`config.mk`:
```
export PLATFORM = sky130hd
export DESIGN_NAME = seq_shifter
export DESIGN_NICKNAME = d
export VERILOG_FILES = /design/src/rtl/seq_shifter_pkg.sv /design/src/rtl/seq_shifter_shift_step.sv /design/src/rtl/seq_shifter.sv
export SDC_FILE = /design/constraint.sdc
export NUM_CORES = 1
export LEC_CHECK = 0
export CORE_UTILIZATION = 45
export CTS_CLUSTER_DIAMETER = 40
export DETAILED_ROUTE_END_ITERATION = 7
export PLACE_DENSITY = 0.69
export SYNTH_ARGS = -nofsm -noshare
export SYNTH_HDL_FRONTEND = slang
export SYNTH_HIERARCHICAL = 1
export SYNTH_SLANG_ARGS = --single-unit
```
`constraint.sdc`:
```
create_clock -name clk -period 2.75 [get_ports clk]
set_input_delay 0.4125 -clock clk [delete_from_list [all_inputs] [get_ports clk]]
set_output_delay 0.4125 -clock clk [all_outputs]
set_load 0.05 [all_outputs]
```
`src/rtl/seq_shifter_pkg.sv`:
```
// Shared types for the sequential shifter: operation codes and FSM states.
package seq_shifter_pkg;

  localparam int OP_W = 2;

  typedef enum logic [OP_W-1:0] {
    OP_SLL = 2'b00,
    OP_SRL = 2'b01,
    OP_SRA = 2'b10,
    OP_ROR = 2'b11
  } op_e;

  typedef enum logic [1:0] {
    ST_IDLE  = 2'b00,
    ST_SHIFT = 2'b01,
    ST_DONE  = 2'b10
  } state_e;

endpackage

```
`src/rtl/seq_shifter_shift_step.sv`:
```
// Combinational k-position shift of a WIDTH-bit value for one op.
// Rotate-right exists only when SEQ_SHIFTER_ROT_EN is defined; otherwise op=11 acts as SRL.
module shift_step
  import seq_shifter_pkg::*;
#(
  parameter int WIDTH = 32,
  parameter int SHW   = $clog2(WIDTH)
) (
  input  logic [WIDTH-1:0] val,
  input  logic [1:0]       op,
  input  logic [SHW-1:0]   k,
  output logic [WIDTH-1:0] res
);

`ifdef SEQ_SHIFTER_ROT_EN
  logic [2*WIDTH-1:0] dbl;
  assign dbl = {val, val} >> k;
`endif

  always_comb begin
    res = val;
    case (op_e'(op))
      OP_SLL: res = val << k;
      OP_SRL: res = val >> k;
      OP_SRA: res = $unsigned($signed(val) >>> k);
`ifdef SEQ_SHIFTER_ROT_EN
      OP_ROR: res = dbl[WIDTH-1:0];
`else
      OP_ROR: res = val >> k;
`endif
      default: res = val;
    endcase
  end

endmodule

```
`src/rtl/seq_shifter.sv`:
```
// Multi-cycle shifter: up to STEP positions per cycle, IDLE -> SHIFT -> DONE -> IDLE.
// Optional rotate-right on op=11 via macro SEQ_SHIFTER_ROT_EN.
module seq_shifter
  import seq_shifter_pkg::*;
#(
  parameter int WIDTH = 32,
  parameter int STEP  = 1,
  localparam int SHW  = $clog2(WIDTH)
) (
  input  logic             clk,
  input  logic             rst,
  input  logic             start,
  input  logic [1:0]       op,
  input  logic [WIDTH-1:0] data_in,
  input  logic [SHW-1:0]   shamt,
  output logic             busy,
  output logic             done,
  output logic [WIDTH-1:0] data_out
);

  state_e           state, state_n;
  logic [WIDTH-1:0] work, work_n, step_res;
  logic [SHW-1:0]   remain, remain_n, k;
  logic [1:0]       op_q, op_n;
  logic             load_out;
  logic [31:0]      rem_ext;

  // remain < WIDTH always, so the STEP branch is only taken when STEP fits in SHW bits
  assign rem_ext = 32'(remain);
  assign k = (rem_ext < 32'(STEP)) ? remain : SHW'(STEP);

  shift_step #(.WIDTH(WIDTH), .SHW(SHW)) u_step (
    .val (work),
    .op  (op_q),
    .k   (k),
    .res (step_res)
  );

  always_comb begin
    state_n  = state;
    work_n   = work;
    remain_n = remain;
    op_n     = op_q;
    load_out = 1'b0;
    case (state)
      ST_IDLE: begin
        if (start) begin
          work_n   = data_in;
          remain_n = shamt;
          op_n     = op;
          if (shamt == '0) begin
            state_n  = ST_DONE;
            load_out = 1'b1;
          end else begin
            state_n = ST_SHIFT;
          end
        end
      end
      ST_SHIFT: begin
        work_n   = step_res;
        remain_n = remain - k;
        if (remain == k) begin
          state_n  = ST_DONE;
          load_out = 1'b1;
        end
      end
      ST_DONE: state_n = ST_IDLE;
      default: state_n = ST_IDLE;
    endcase
  end

  always_ff @(posedge clk) begin
    if (rst) begin
      state    <= ST_IDLE;
      work     <= '0;
      remain   <= '0;
      op_q     <= '0;
      data_out <= '0;
    end else begin
      state  <= state_n;
      work   <= work_n;
      remain <= remain_n;
      op_q   <= op_n;
      if (load_out) data_out <= work_n;
    end
  end

  assign busy = (state != ST_IDLE);
  assign done = (state == ST_DONE);

endmodule

```
==> flow_summary.json <==
{
  "status": "complete, but fails checks",
  "violations": "setup timing",
  "post_drt_via_cell_ratio": 6.722,
  "clock-skew-final_ps": 9.218,
  "setup.worst_path.class": "reg -> reg",
  "yosys.area_share.xor_xnor_pct": 0,
  "finalMaxSlewViolations": 0,
  "synthSimpleGateAreaFrac_pct": 15.76,
  "worst-slew-pin-transition_ps": 875.9,
  "report.final.setup_viol": 59,
  "cp.required_ps": 2970,
  "final_hold_viol_count": 0,
  "synth-seq-cells": 73,
  "placement_rows": 44,
  "grt_start_max_net_pins": 79,
  "clock_transition_at_path_regs_ps": 60,
  "post_drt_wl_per_cell_um": 24.29,
  "synth.yosys.warnings": 6,
  "post-dp-hpwl_um": 20490,
  "grt-ovfl-total": 0,
  "hold_path_class": "reg -> reg",
  "area_fraction_in_compound_gates_after_synthesis_pct": 28.35,
  "areaGrowthSynthToFinish_pct": 36.65,
  "drt_first_iter_violations": 1072,
  "first_global_vias": 7465,
  "synth.yosys.seq_area_share_pct": 21.18,
  "power_per_cell_area_nw_per_um2": 600.2,
  "synth.mux.area_fraction_pct": 27.33,
  "grt_setup_unrepaired": "yes",
  "routed-via-count": 7932,
  "vert_die_dim_um": 125.8,
  "clock_latency_on_the_worst_skew_pair_ps": 340,
  "diodes": 0,
  "core_um2": 14750,
  "critical_path_at_ps": 3200,
  "stdcell_area_um2": 9428,
  "ctsLongestPathBuffers": 2,
  "h_tree_level_count": 3,
  "boundaryPins": 76,
  "syn_area_um2": 6899,
  "worst_setup_slack_after_placement_ps": -275.2,
  "placement.io_buffers": 75,
  "layout_commonest_cell": "buf_4",
  "tritoncts": "built",
  "routed_wl_um": 28670,
  "leading_cell_types_in_the_layout_fill_and_taps_excluded": "buf_4 (139), nor2_1 (123), clkdlybuf4s50_1 (75), dfxtp_1 (72), a21oi_1 (61)",
  "peakVddDrop_uv": 443.0,
  "fin_nets": 1034,
  "cts_root_buffer": "clkbuf_16",
  "synth_async_sr_flop_share_pct": 0,
  "cts_inserted_buffers": 9,
  "period_needed_ps": 2983,
  "grt_first_pass_wirelength_um": 43380,
  "final_min_period_over_clock_period_pct": 108.5,
  "yosys.area_share.adder_pct": 0.1814,
  "synth_top_family_by_area": "compound AO/OA/AOI/OAI gates",
  "drc": 0,
  "gp_congestion": 1.065,
  "dpl.cell_count": 1153,
  "largest_fanout_on_the_critical_path": 7,
  "synth_enable_flop_cells": 0,
  "postSynthCellCount": 829,
  "placed_area_um2": 8572,
  "max-cap-violations": 0,
  "stdcell_count": 1180,
  "ys.flop_type": "dfxtp_1",
  "timing.critical_path.to_type": "flip-flop",
  "timing.critical_path.from_type": "flip-flop",
  "die_width_um": 125.8,
  "antenna_left": 0,
  "post_route_cells_drive_above_1_share_pct": 31.33,
  "leakage_nw": 3.649,
  "max-slew-margin-rel_pct": 40.10,
  "firstDrtPassIters": 5,
  "grt_use_total_pct": 35.45,
  "synthDistinctLibCells": 71,
  "tritoncts_num_sinks": 73,
  "timing.final.ws_setup_ps": -233.0,
  "timing.fmax_mhz": 335.2,
  "grt_antenna_before_repair": 0,
  "synth.avg_cell_area_um2": 8.322,
  "initial_utilization_pct": 46.76,
  "die_area_um2": 15830
}
==> metrics by stage <==
step	util, %	setup TNS (ps)	hold slack, ps	total power, W
floorplan	-	-125.6	461.4	0.002867
global placement	58.10	-7769	449.6	0.003871
detailed placement	58.10	-9234	445.5	0.003881
CTS	61.40	-7882	463.9	0.005307
global route	63.90	-14060	478.6	0.005865
finish	63.90	-8624	462.6	0.005658
==> final timing paths <==
check,from,to,slack [ps],cells past startpoint
worst min-delay path,data_out[5],data_out[5],460,1
worst max register to register,remain[1],data_out[13],-230,12
worst max-delay path,remain[1],data_out[13],-230,12
worst min register to register,data_out[5],data_out[5],460,1
==> routing by layer <==
layer / GRT usage [%] / wire [µm] / up-vias
li1: - / - / 3532
met1: 50.65 / 12200 / 3734
met2: 51.67 / 11830 / 554
met3: 7.732 / 3262 / 112
met4: 14.10 / 1376 / 0
met5: 0 / 0 / -
==> cells by family (layout without fill, tap and decap cells) <==
kind of cell	after synthesis	count (layout)
other	1	5
multiplexers	144	144
buffers and inverters	86	249
AO/OA/AOI/OAI	277	277
adder cells (fa/ha/maj)	1	1
AND/OR/NAND/NOR	247	247
flip-flops	73	73
==> state kept, by name, indices dropped and copies added (netlist names) <==
| name | flops |
|---|---|
| data_out | 32 |
| work | 32 |
| remain | 5 |
| op_q | 2 |
| state | 2 |
==> report_power, final <==
| group | internal [W] | switching, W | total, W |
|---|---|---|---|
| logic | 0.00141 | 0.00154 | 0.00295 |
| registers | 0.00116 | 0.000198 | 0.00136 |
| clock network | 0.000885 | 0.000458 | 0.00134 |
==> synth_stat cells (all sizes together), types with 3 or more instances <==
cell type / number / area [µm²]
buf: 44 / 334.1
nand2: 56 / 210.2
a32oi: 4 / 35.03
a21oi: 64 / 320.3
mux4: 30 / 683.2
clkinv: 3 / 11.26
nand2b: 9 / 56.30
o31a: 3 / 26.28
nor2b: 5 / 31.28
o22a: 4 / 35.03
o221ai: 41 / 359.1
mux2: 46 / 521.8
a22oi: 4 / 30.03
or3: 4 / 25.02
a31oi: 4 / 25.02
nor3: 10 / 66.32
a211oi: 15 / 112.6
mux2i: 68 / 680.7
o31ai: 5 / 37.54
a221oi: 6 / 52.55
o2bb2ai: 36 / 315.3
o22ai: 11 / 68.82
a22o: 3 / 26.28
nand3: 18 / 90.09
nor2: 126 / 473.0
clkbuf: 32 / 121.4
dfxtp: 73 / 1461
o21ai: 38 / 190.2
a211o: 5 / 43.79
and2: 6 / 37.54
o211ai: 14 / 105.1
inv: 7 / 26.28
==> area by class of cell <==
type	instances	area (µm²)
multi-input combinational	674	5394
clock inverter	7	118.9
inverter	10	40.04
fill	1285	5326
timing repair buffer	223	1957
clock buffer	9	225.2
tap	184	230.2
sequential	73	1463
==> critical path, stage by stage, from the launching register on <==
cell,delay (ps)
dfxtp_2,310
or3_4,370
or3_4,400
buf_12,190
buf_4,150
mux4_2,450
nor2_1,110
a211oi_1,50
a21oi_1,190
o21ai_0,120
buf_4,160
o221ai_1,250
o2bb2ai_1,90
==> repair_timing <==
item | in CTS | in global routing
cloned | 0 | 2
pin swaps | 13 | 14
buffers inserted | 2 | 7
endpoints found under the setup margin | 59 | 64
hold buffers | 0 | 0
resized for setup | 33 | 54
No activity file was read; power rests on OpenSTA's default activity.
